$ cat config.mk
export PLATFORM = sky130hd
export DESIGN_NAME = multicycle_controller
export DESIGN_NICKNAME = d
export VERILOG_FILES = /design/src/rtl/multicycle_controller.sv
export SDC_FILE = /design/constraint.sdc
export NUM_CORES = 1
export LEC_CHECK = 0
export CORE_MARGIN = 3
export CORE_UTILIZATION = 42
export DETAILED_ROUTE_END_ITERATION = 6
export PLACE_DENSITY = 0.73
export SLEW_MARGIN = 20
export SYNTH_ARGS = -nofsm -noshare
export SYNTH_HDL_FRONTEND = slang
export SYNTH_SLANG_ARGS = --single-unit
$ cat constraint.sdc
create_clock -name clk -period 1.63 [get_ports clk]
set_input_delay 0.163 -clock clk [delete_from_list [all_inputs] [get_ports clk]]
set_output_delay 0.163 -clock clk [all_outputs]
set_load 0.01 [all_outputs]
$ cat src/rtl/multicycle_controller.sv
// multicycle_controller
// Multi-cycle control FSM for an RV32I datapath. Each instruction moves
// through FETCH -> DECODE -> EXEC -> (MEM) -> WB. The FSM drives the datapath
// write strobes, mux selects and alu_op. It runs a req/ready handshake with a
// shared instruction/data memory, traps on a memory timeout or an illegal
// encoding, and counts retired instructions.
//
// Ports:
//   clk, reset           clock, synchronous active-high reset
//   instruction[31:0]    instruction register contents (valid from DECODE)
//   mem_ready            memory completes the current request this cycle
//   mem_req, mem_we      memory request / store qualifier
//   addr_sel             0 = PC addresses memory, 1 = ALU result register
//   ir_write, alu_out_write, mdr_write, reg_write, pc_write   datapath strobes
//   wb_sel               0 = ALU result, 1 = memory data to register file
//   alu_op[2:0], use_imm ALU control, registered at the end of DECODE
//   state[2:0]           FETCH=0 DECODE=1 EXEC=2 MEM=3 WB=4 TRAP=5
//   illegal_insn, bus_fault   sticky trap causes
//   retired_count        completed instruction count (wraps)
module multicycle_controller #(
    parameter int MEM_TIMEOUT = 16,
    parameter int CNT_WIDTH   = 32
) (
    input  logic                 clk,
    input  logic                 reset,
    input  logic [31:0]          instruction,
    input  logic                 mem_ready,
    output logic                 mem_req,
    output logic                 mem_we,
    output logic                 addr_sel,
    output logic                 ir_write,
    output logic                 alu_out_write,
    output logic                 mdr_write,
    output logic                 reg_write,
    output logic                 wb_sel,
    output logic                 pc_write,
    output logic [2:0]           alu_op,
    output logic                 use_imm,
    output logic [2:0]           state,
    output logic                 illegal_insn,
    output logic                 bus_fault,
    output logic [CNT_WIDTH-1:0] retired_count
);
    typedef enum logic [2:0] {
        S_FETCH = 3'd0, S_DECODE = 3'd1, S_EXEC = 3'd2,
        S_MEM   = 3'd3, S_WB     = 3'd4, S_TRAP = 3'd5
    } state_t;

    typedef enum logic [1:0] {C_ALU = 2'd0, C_LOAD = 2'd1, C_STORE = 2'd2} class_t;

    localparam logic [2:0] OP_ADD = 3'd0, OP_SUB = 3'd1, OP_AND = 3'd2, OP_OR  = 3'd3,
                           OP_XOR = 3'd4, OP_SLL = 3'd5, OP_SRL = 3'd6, OP_SLT = 3'd7;

    // Wait counter only needs to reach MEM_TIMEOUT-1.
    localparam int WAIT_W = (MEM_TIMEOUT > 1) ? $clog2(MEM_TIMEOUT) : 1;
    localparam logic [WAIT_W-1:0] WAIT_LAST = WAIT_W'((MEM_TIMEOUT > 0) ? MEM_TIMEOUT - 1 : 0);

    state_t                state_reg, state_next;
    logic [WAIT_W-1:0]     wait_cnt_reg;
    logic [2:0]            alu_op_reg;
    logic                  use_imm_reg;
    class_t                class_reg;
    logic                  illegal_reg, bus_fault_reg;
    logic [CNT_WIDTH-1:0]  retired_reg;

    // ---------------- instruction decode ----------------
    logic [6:0] opcode, funct7;
    logic [2:0] funct3;
    logic       f7_zero, f7_sub;
    logic       dec_ok, dec_imm;
    logic [2:0] dec_op, f3_op;
    class_t     dec_class;
    logic       unused_fields;

    assign opcode        = instruction[6:0];
    assign funct3        = instruction[14:12];
    assign funct7        = instruction[31:25];
    assign f7_zero       = (funct7 == 7'b0000000);
    assign f7_sub        = (funct7 == 7'b0100000);
    assign unused_fields = ^{instruction[24:15], instruction[11:7]};

    always_comb begin
        f3_op = OP_ADD;
        case (funct3)
            3'b111:  f3_op = OP_AND;
            3'b110:  f3_op = OP_OR;
            3'b100:  f3_op = OP_XOR;
            3'b010:  f3_op = OP_SLT;
            3'b001:  f3_op = OP_SLL;
            3'b101:  f3_op = OP_SRL;
            default: f3_op = OP_ADD;
        endcase
    end

    always_comb begin
        dec_ok    = 1'b0;
        dec_op    = f3_op;
        dec_imm   = 1'b0;
        dec_class = C_ALU;
        case (opcode)
            7'b0110011: begin
                // R-type: funct7 must be zero except for SUB; SLTU (011) is not supported.
                if (funct3 == 3'b000) begin
                    dec_ok = f7_zero | f7_sub;
                    dec_op = f7_sub ? OP_SUB : OP_ADD;
                end else begin
                    dec_ok = f7_zero && (funct3 != 3'b011);
                end
            end
            7'b0010011: begin
                // I-ALU: the upper immediate bits only matter for shifts.
                dec_imm = 1'b1;
                if (funct3 == 3'b001 || funct3 == 3'b101)
                    dec_ok = f7_zero;
                else
                    dec_ok = (funct3 != 3'b011);
            end
            7'b0000011: begin
                dec_ok    = (funct3 == 3'b010);
                dec_op    = OP_ADD;
                dec_imm   = 1'b1;
                dec_class = C_LOAD;
            end
            7'b0100011: begin
                dec_ok    = (funct3 == 3'b010);
                dec_op    = OP_ADD;
                dec_imm   = 1'b1;
                dec_class = C_STORE;
            end
            default: dec_ok = 1'b0;
        endcase
    end

    // ---------------- next state ----------------
    logic timeout_hit;
    assign timeout_hit = (MEM_TIMEOUT != 0) && (wait_cnt_reg == WAIT_LAST);

    always_comb begin
        state_next = state_reg;
        case (state_reg)
            S_FETCH: begin
                // A ready on the last allowed cycle still completes normally.
                if (mem_ready)        state_next = S_DECODE;
                else if (timeout_hit) state_next = S_TRAP;
            end
            S_DECODE: state_next = dec_ok ? S_EXEC : S_TRAP;
            S_EXEC:   state_next = (class_reg == C_ALU) ? S_WB : S_MEM;
            S_MEM: begin
                if (mem_ready)        state_next = (class_reg == C_STORE) ? S_FETCH : S_WB;
                else if (timeout_hit) state_next = S_TRAP;
            end
            S_WB:     state_next = S_FETCH;
            S_TRAP:   state_next = S_TRAP;
            default:  state_next = S_FETCH;
        endcase
    end

    logic retire;
    assign retire = (state_reg == S_WB) ||
                    (state_reg == S_MEM && mem_ready && class_reg == C_STORE);

    // ---------------- registers ----------------
    always_ff @(posedge clk) begin
        if (reset) begin
            state_reg     <= S_FETCH;
            wait_cnt_reg  <= '0;
            alu_op_reg    <= OP_ADD;
            use_imm_reg   <= 1'b0;
            class_reg     <= C_ALU;
            illegal_reg   <= 1'b0;
            bus_fault_reg <= 1'b0;
            retired_reg   <= '0;
        end else begin
            state_reg <= state_next;
            if (state_next != state_reg)
                wait_cnt_reg <= '0;
            else if ((state_reg == S_FETCH || state_reg == S_MEM) && !mem_ready)
                wait_cnt_reg <= wait_cnt_reg + 1'b1;

            if (state_reg == S_DECODE) begin
                alu_op_reg  <= dec_op;
                use_imm_reg <= dec_imm;
                class_reg   <= dec_class;
                if (!dec_ok)
                    illegal_reg <= 1'b1;
            end
            if ((state_reg == S_FETCH || state_reg == S_MEM) && state_next == S_TRAP)
                bus_fault_reg <= 1'b1;
            if (retire)
                retired_reg <= retired_reg + 1'b1;
        end
    end

    // ---------------- outputs ----------------
    // Strobes come from the registered state; reset forces them quiet so an
    // aborted instruction cannot write anything in the reset cycle.
    always_comb begin
        mem_req       = 1'b0;
        mem_we        = 1'b0;
        addr_sel      = 1'b0;
        ir_write      = 1'b0;
        alu_out_write = 1'b0;
        mdr_write     = 1'b0;
        reg_write     = 1'b0;
        wb_sel        = 1'b0;
        pc_write      = 1'b0;
        if (!reset) begin
            case (state_reg)
                S_FETCH: begin
                    mem_req  = 1'b1;
                    ir_write = mem_ready;
                end
                S_EXEC: alu_out_write = 1'b1;
                S_MEM: begin
                    mem_req   = 1'b1;
                    addr_sel  = 1'b1;
                    mem_we    = (class_reg == C_STORE);
                    mdr_write = mem_ready && (class_reg == C_LOAD);
                    pc_write  = mem_ready && (class_reg == C_STORE);
                end
                S_WB: begin
                    reg_write = 1'b1;
                    wb_sel    = (class_reg == C_LOAD);
                    pc_write  = 1'b1;
                end
                default: ;
            endcase
        end
    end

    assign alu_op        = reset ? OP_ADD : alu_op_reg;
    assign use_imm       = reset ? 1'b0   : use_imm_reg;
    assign illegal_insn  = reset ? 1'b0   : illegal_reg;
    assign bus_fault     = reset ? 1'b0   : bus_fault_reg;
    assign retired_count = reset ? '0     : retired_reg;
    assign state         = state_reg;
endmodule

# [After elaboration in Yosys (flattened, before gate mapping)]
# Cells that the tools add are included.
[classes] n_mux=39 n_addsub=2 bitwise_logic=2 eq_ne=22 reduce_logical=20
[op_table] op="adder 32 x 1 -> 32 bit, second input constant" count=1
[op_table] op="2-to-1 mux 32 bit" count=1
[op_table] op="2-to-1 mux 1 bit" count=24
[op_table] op="2-to-1 mux 3 bit" count=8
[op_table] op="== test 3 bit, second input constant" count=7
[op_table] op="== test 7 x 6 -> 1 bit, second input constant" count=3
[op_table] op="case mux 3 bit (6 select lines)" count=1
[op_table] op="case mux 3 bit (5 select lines)" count=1
[op_table] op="== test 3 x 2 -> 1 bit, second input constant" count=3
[op_table] op="== test 7 x 2 -> 1 bit, second input constant" count=1
[op_table] op="== test 7 x 5 -> 1 bit, second input constant" count=1
[op_table] op="logical AND 1 bit" count=7
[op_table] op="logical NOT 7 bit" count=1
[op_table] op="== test 3 x 1 -> 1 bit, second input constant" count=2
[op_table] op="logical NOT 3 bit" count=2
[op_table] op="case mux 3 bit (2 select lines)" count=1
[op_table] op="OR reduction 2 bit" count=3
[op_table] op="adder 4 x 1 -> 4 bit, second input constant" count=1
[op_table] op="== test 4 bit, second input constant" count=1
[op_table] op="case mux 2 bit (2 select lines)" count=1
[op_table] op="logical OR 1 bit" count=3
[op_table] op="inequality test 3 x 2 -> 1 bit, second input constant" count=1
[op_table] op="inequality test 3 bit" count=1
[op_table] op="case mux 1 bit (3 select lines)" count=1
[op_table] op="9 further kinds" count=9
[totals] input_bits=35 reg_bits=47

# [Depth between registers and ports, before layout]
# Gate-level depths: netlist (run 1).
[depth] ltp_word=8 mapped_depth=8

# [Least setup slack after synthesis (run 1)]
# OpenSTA, ideal clock, no wires.
[synth_path] path_type="register -> register" startpoint="register state_reg[1], in the netlist state[1]" endpoint="register retired_reg[31]" period_less_slack_ns=1.784 arrival_ns=1.661 required_time_ns=1.507 setup_slack_ns=-0.154 n_path_buf=1 stages_incl_launch_ff=7 path_cell_list="dfxtp_1 > clkbuf_1 > nor2b_1 > a32o_1 > nand4_2 > nor3_1 > mux2_1"
[synth_via] elab_chain_cells=4
[synth_rtl] element="start: declaration" line="58" rtl="state_t state_reg, state_next;"
[synth_rtl] element="start signal: assignment" line="174" rtl="state_reg <= state_next;"
[synth_rtl] element="== test 3 x 2 -> 1 bit" line="160" rtl="(state_reg == S_MEM && mem_ready && class_reg == C_STORE);"
[synth_rtl] element="logical AND 1 bit (2 in series)" line="160"
[synth_rtl] element="logical OR 1 bit *" line="159" rtl="assign retire = (state_reg == S_WB) ||"
[synth_rtl] element="end signal: assignment" line="190" rtl="retired_reg <= retired_reg + 1'b1;"
[synth_rtl] element="end: declaration" line="64" rtl="logic [CNT_WIDTH-1:0] retired_reg;"
# Every way passes the cells marked *; elsewhere a longest branch is shown, timed or not.
# A chain may end at the register's enable or synchronous reset.

# [Worst setup path after layout (run 1)]
[layout_path] startpoint="register retired_reg[11]" endpoint="register retired_reg[31]"
[layout_via] elab_chain_cells=1
[layout_rtl] element="adder 32 x 1 -> 32 bit" line="190"
# Every way passes these cells.

==> impl_results.md, run 1 <==
* IO Port Bufs at 69
* Critical Path Stages at 6
* Initial antenna violation count at 0
* Clk_lat worst skew at 310 ps
* Number of synthesized flops with an enable pin at 0
* Crit-path max FO at 5
* Depth of the worst register-to-register path at 6
* Die span in x at 86.76 um
* Max-Cap Viols at 0
* First-pass GRT wire length at 13.09 mm
* Num ports at 85
* Clock sink count at 47
* CP max stage delay at 360 ps
* Final hold vios at 0
* Post-DP HPWL at 5.813 mm
* Total gr overflow at 0
* Worst Setup End Kind: flip-flop
* Mapped cell area at 0.002739 mm2
* Num CTS Buffers at 5
* Highest clock rate at 573.8 MHz
* Final worst setup slack at -112.8 ps
* Logic pwr share at 17.4%
* Clock Pin Slew Worst Setup and Hold Paths at 90 ps
* CP top delay family: simple AND/OR/NAND/NOR gates
* Fillcell total at 448
* Run status: complete, but fails checks
* DRC Markers at 0
* Row count at 28
* Critical path buffers and inverters at 1
* Diodes inserted at 0
* GR Util met1 at 28.45%
* Prevailing post-synth register cell: dfxtp_1
* Worst Path Required at 1830 ps
* Tmin final at 1743 ps
* Most Crowded Layer GR: met2
* Area leader, netlist: dfxtp_1
* Placer congestion estimate at 0.8239
* Vias in the first global route at 2826
* CTS hold repair buffers at 0
* Synth area leaders: dfxtp_1 34%, nor2b_1 9.1%, xor2_1 6.4%, nor2_1 5.6%, nand4_1 4.3%
* Least-Margin Pin Slew at 367.5 ps
* Met2 Usage GRT at 35.88%
* Clock root buffer: clkbuf_8
* Flop pwr share at 46.9%
* CP max stage cell: dfxtp_2
* Startpoint Class: flip-flop
* Final WL at 8.258 mm
* Top-count cell post-synth: dfxtp_1
* Number of flip-flops in the largest register at 32
* R2r endpoint: retired_reg[31]
* Place WS at -494.6 ps
* Proportion of layout cells with a drive suffix above 1 at 31.68%
* YS warnings at 0
* Clock power frac at 35.6%
* Final Skew at 6.138 ps
* Detail Route Antenna Nets at 0
* Syn_nets at 376
* Sequential area share after synthesis at 34.35%
* Most used cell, CP: nand4_4
* Die footprint at 0.007526 mm2
* Reg-to-reg startpoint: retired_reg[11]
* CP arrival at 1950 ps
* Largest net degree at the start of global routing at 50
* Asr flop ratio synth at 0%
* Pwr Total at 2.519 mW
* Worst hold path type: in -> reg
* Crit-path cells: nand4_4, nor4_4, buf_4, nand4_4, nor3_2, mux2_1
* Via/cell ratio at 5.486
* Sw Share at 26.29%
* Syn Inst Count at 339
* Pre-Repair DR Iteration Count at 4
* Power Dens Cells at 560.0 mW/mm2
* Synthesized area per cell at 8.079 um2
* H-tree depth at 2
* Synth top area share at 34.35%
* Initial core utilization at 44.67%
* Nets@finish at 519
* Layout area overhead at 64.23%
* Endpoints failing setup at 10
* Slew headroom at 75.41%
* Internal Power at 1.857 mW
* Failing checks: negative setup slack
* Hold Crit Start: reset
* Yosys cell types at 52
* Routed len/inst at 14.80 um
* Hold depth at 3
* Reg2reg setup slack at -110 ps
* Total core area at 0.006131 mm2
* Synth Register Bits at 47
* Critical path type: reg -> reg
* Initial DRC count at 150
* Maximum clock insertion buffer count at 2
* Hold Path Sink: retired_reg[16]
* Ratio of final minimum period to clock period at 106.9%
* CTS tree: yes
* Leakage at 2.061 nW
* Leading cell types by count after synthesis: 47 x dfxtp_1, 41 x nor2_1, 40 x nor2b_1
* VDD IR-drop max at 0.0004577 V
* Vias after detailed routing at 3061
* RSZ-0062 raised after global routing: yes
* P_sw at 0.6621 mW
* Die H at 86.76 um
* Gr usage total at 21.21%
* Met3 usage at 3.327%
* Max-slew violations at 0
==> cell usage in the layout, fill, tap and decap left out, types with 4 or more instances in the layout <==
cell,synthesis,layout
xor2_1,20,19
nand3_1,17,16
dfxtp_1,47,30
clkdlybuf4s50_1,0,28
nor2_1,41,39
dlygate4sd2_1,0,25
nor3_1,6,4
clkbuf_8,0,5
inv_1,4,4
or4_1,11,9
dlymetal6s2s_1,0,9
nor4_4,2,5
buf_4,1,76
nand2_1,27,27
nor2b_1,40,37
o21ai_0,11,10
a21oi_1,12,12
dfxtp_2,0,17
or3_1,5,4
and3_1,6,5
nand4_1,19,19
buf_12,0,4
xnor2_1,7,7
==> kinds of logic after synthesis <==
logic type / count (synthesis) / share of synthesized area (%)
DFF: 47 / 34.35
adders and majority gates: 2 / 0.9135
and+or+nand+nor: 198 / 41.98
buffers and inverters: 22 / 3.243
muxes: 4 / 1.553
AOI/OAI and AO/OA: 39 / 9.320
xor gates and xnor gates: 27 / 8.634
==> per-stage QoR <==
step           utilization (%)  TNS, ps  hold WS [ps]  cell area [um2]  std cells
6_report                 73.37   -757.6         311.2             4498        558
5_1_grt                  73.37    -1931         332.4             4498        558
4_1_cts                  70.00   -391.5         303.7             4292        553
3_5_place_dp             66.10   -10350         441.7             4053        536
3_3_place_gp             66.10    -8915         439.0             4053        536
2_1_floorplan                -        0         330.3             2811        339
==> repair_timing <==
item | 4_1_cts | 5_1_grt
buffers inserted | 8 | 4
cloned | 1 | 1
resized for setup | 59 | 41
pin swaps | 13 | 20
setup endpoints to repair | 53 | 53
==> power by group through the flow <==
stage | sequential (mW) | clock, mW | combinational, mW
floorplan | 1.21 | 0 | 0.182
global placement | 1.20 | 0 | 0.377
detailed placement | 1.20 | 0 | 0.384
CTS | 1.18 | 0.907 | 0.394
global route | 1.18 | 0.937 | 0.472
finish | 1.18 | 0.898 | 0.439
==> metal layers <==
| layer | routed length, um | share of wire, % |
|---|---|---|
| met3 | 378 | 4.6 |
| met5 | 0 | 0 |
| met4 | 112 | 1.4 |
| met2 | 4099 | 50 |
| met1 | 3667 | 44 |
==> worst min-delay path: cells and delay by family <==
kind | cells | cell delay (ps)
AND/OR/NAND/NOR | 1 | 100
buffers and inverters | 2 | 310
==> area by class of cell <==
class / instances / area (um2) / area share [%]
sequential: 47 / 962.2 / 21.39
clock inverter: 3 / 47.55 / 1.057
clock buffer: 5 / 68.82 / 1.530
tap: 75 / 93.84 / 2.086
timing repair buffer: 153 / 1373 / 30.51
multi-input combinational: 271 / 1938 / 43.09
inverter: 4 / 15.01 / 0.3338
==> how the worst max path moves through the flow <==
stage	startpoint	end
3_3_place_gp	instruction[26]	state[2]
6_report	retired_reg[11]	retired_reg[31]
3_5_place_dp	instruction[26]	wait_cnt_reg[3]
4_1_cts	retired_reg[11]	retired_reg[30]
2_1_floorplan	state[1]	retired_reg[27]
5_1_grt	retired_reg[1]	retired_reg[24]
(Power assumes the default switching activity.)
==> run 2, diff against run 1 <==
Settings changed: CORE_MARGIN 3 to 10, CTS_CLUSTER_DIAMETER set to 200.
==> run 2 against run 1 <==
Net effect: the run still ends with negative setup slack left; final area is 1.4% lower; cell count unchanged; routed wire length is 0.57% higher; critical path depth stayed put; maximum frequency shrank 0.73%; register-to-register slack barely moved.
==> impl_results.md, run 2 (synthesis results as in run 1) <==
* Most common cell after layout, fill and taps aside: buf_4
* Worst hold path type: in -> reg
* Worst Path Required at 1820 ps
* First-pass GRT wire length at 13.01 mm
* P_sw at 0.6029 mW
* Tmin final at 1756 ps
* Startpoint Class: flip-flop
* Layout area overhead at 61.95%
* Ratio of final minimum period to clock period at 107.7%
* Vias after detailed routing at 2999
* Post-route cell area at 0.004436 mm2
* Diodes inserted at 0
* Final hold vios at 0
* Clock root buffer: clkbuf_8
* Maximum clock insertion buffer count at 2
* Initial core utilization at 43.13%
* Num ports at 85
* Hold depth at 3
* Final Skew at 11.72 ps
* Worst Setup End Kind: flip-flop
* Least-Margin Pin Slew at 388.7 ps
* Post-DP HPWL at 6.055 mm
* RSZ-0062 raised after global routing: yes
* Vias in the first global route at 2801
* CP arrival at 1940 ps
* Crit-path max FO at 8
* Total core area at 0.006350 mm2
* Largest net degree at the start of global routing at 45
* Internal Power at 1.755 mW
* Final WL at 8.305 mm
* Failing checks: negative setup slack
* Routed len/inst at 14.88 um
* Post-place instance area at 0.004095 mm2
* Leakage at 2.157 nW
* Final worst setup slack at -125.6 ps
* Clock power frac at 32.3%
* Max-Cap Viols at 0
* Die H at 100.8 um
* Placer congestion estimate at 0.8478
* Gr usage total at 14.95%
* Run status: complete, but fails checks
* VDD IR-drop max at 0.0004580 V
* Highest clock rate at 569.6 MHz
* Multi-input gate area at 0.001919 mm2
* DRC Markers at 0
* H-tree depth at 2
* Fillcell total at 480
* Place WS at -505.9 ps
* Slew headroom at 74.02%
* Initial antenna violation count at 0
* Max-slew violations at 0
* Detail Route Antenna Nets at 0
* TNS Setup at -427.9 ps
* Flop pwr share at 50.1%
* Pre-Repair DR Iteration Count at 5
* WHS at 329.9 ps
* Clk_lat worst skew at 300 ps
* IO Port Bufs at 69
* Depth of the worst register-to-register path at 6
* Via/cell ratio at 5.375
* Power Dens Cells at 531.6 mW/mm2
* Clock Pin Slew Worst Setup and Hold Paths at 90 ps
* Sw Share at 25.57%
* Nets@finish at 517
* CTS hold repair buffers at 0
* Die span in x at 100.8 um
* CTS tree: yes
* Total gr overflow at 0
* Initial DRC count at 132
* Logic pwr share at 17.6%
* Endpoints failing setup at 8
* Number of flip-flops in the largest register at 32
* Seq. cell area at 967.2 um2
* Most frequent cells in the layout: 77 x buf_4, 39 x nor2_1, 38 x nor2b_1, 32 x dfxtp_1, 26 x nand2_1
* Proportion of layout cells with a drive suffix above 1 at 32.64%
* Die footprint at 0.01015 mm2
* Row count at 29
* Clock sink count at 47
* Critical path type: reg -> reg
* Num CTS Buffers at 5
-- run 2: repair_timing --
item / CTS / global route
pin swaps: 12 / 23
gates resized for setup: 50 / 59
setup buffers: 3 / 2
setup endpoints to repair: 37 / 46
cloned: 0 / 0
-- run 2: power by group through the flow --
stage	clock network (mW)	registers, mW	logic (mW)
6_report	0.762	1.18	0.414
3_3_place_gp	0	1.21	0.387
5_1_grt	0.829	1.18	0.451
3_5_place_dp	0	1.21	0.394
4_1_cts	0.778	1.18	0.393
2_1_floorplan	0	1.21	0.182
-- run 2: routing by layer --
metal | vias to the layer above | share of wire (%) | track usage [%]
met2 | 72 | 52 | 24.77
met1 | 1433 | 42 | 18.98
met3 | 4 | 5.5 | 3.567
met5 | - | 0 | 0
li1 | 1490 | - | -
met4 | 0 | 0.63 | 3.587
-- run 2: worst paths after layout --
path         slack [ps]         endpoint            start
min reg2reg         450      use_imm_reg      use_imm_reg
max                -130  retired_reg[31]  retired_reg[11]
max reg2reg        -130  retired_reg[31]  retired_reg[11]
min                 330  retired_reg[18]            reset
-- run 2: worst max-delay path: stages (launching register included) --
cell and delay (ps):
dfxtp_2 360, nand4_4 120, nor4_4 340, buf_4 180, nand4_4 120, nor3_2 200
mux2_4 320
-- run 2: final cells by class --
| cell class | count | area share [%] |
|---|---|---|
| tap | 77 | 2.172 |
| inverter | 4 | 0.3385 |
| clock inverter | 1 | 0.1693 |
| clock buffer | 7 | 2.172 |
| multi-input combinational | 270 | 43.27 |
| timing repair buffer | 152 | 30.07 |
| sequential | 47 | 21.81 |
-- run 2: metrics by stage --
stage               std cells  utilization [%]  total power [mW]
floorplan                 339                -             1.392
global route              558            69.85             2.464
global placement          545            64.49             1.595
finish                    558            69.85             2.358
CTS                       556            67.07             2.353
detailed placement        545            64.49             1.601
==> run 3, diff against run 2 <==
Settings changed: CAP_MARGIN set to 20, SLEW_MARGIN 20 to not set.
==> results of run 3 <==
Same layout as run 2: the final DEF is identical, and so are final timing and power.
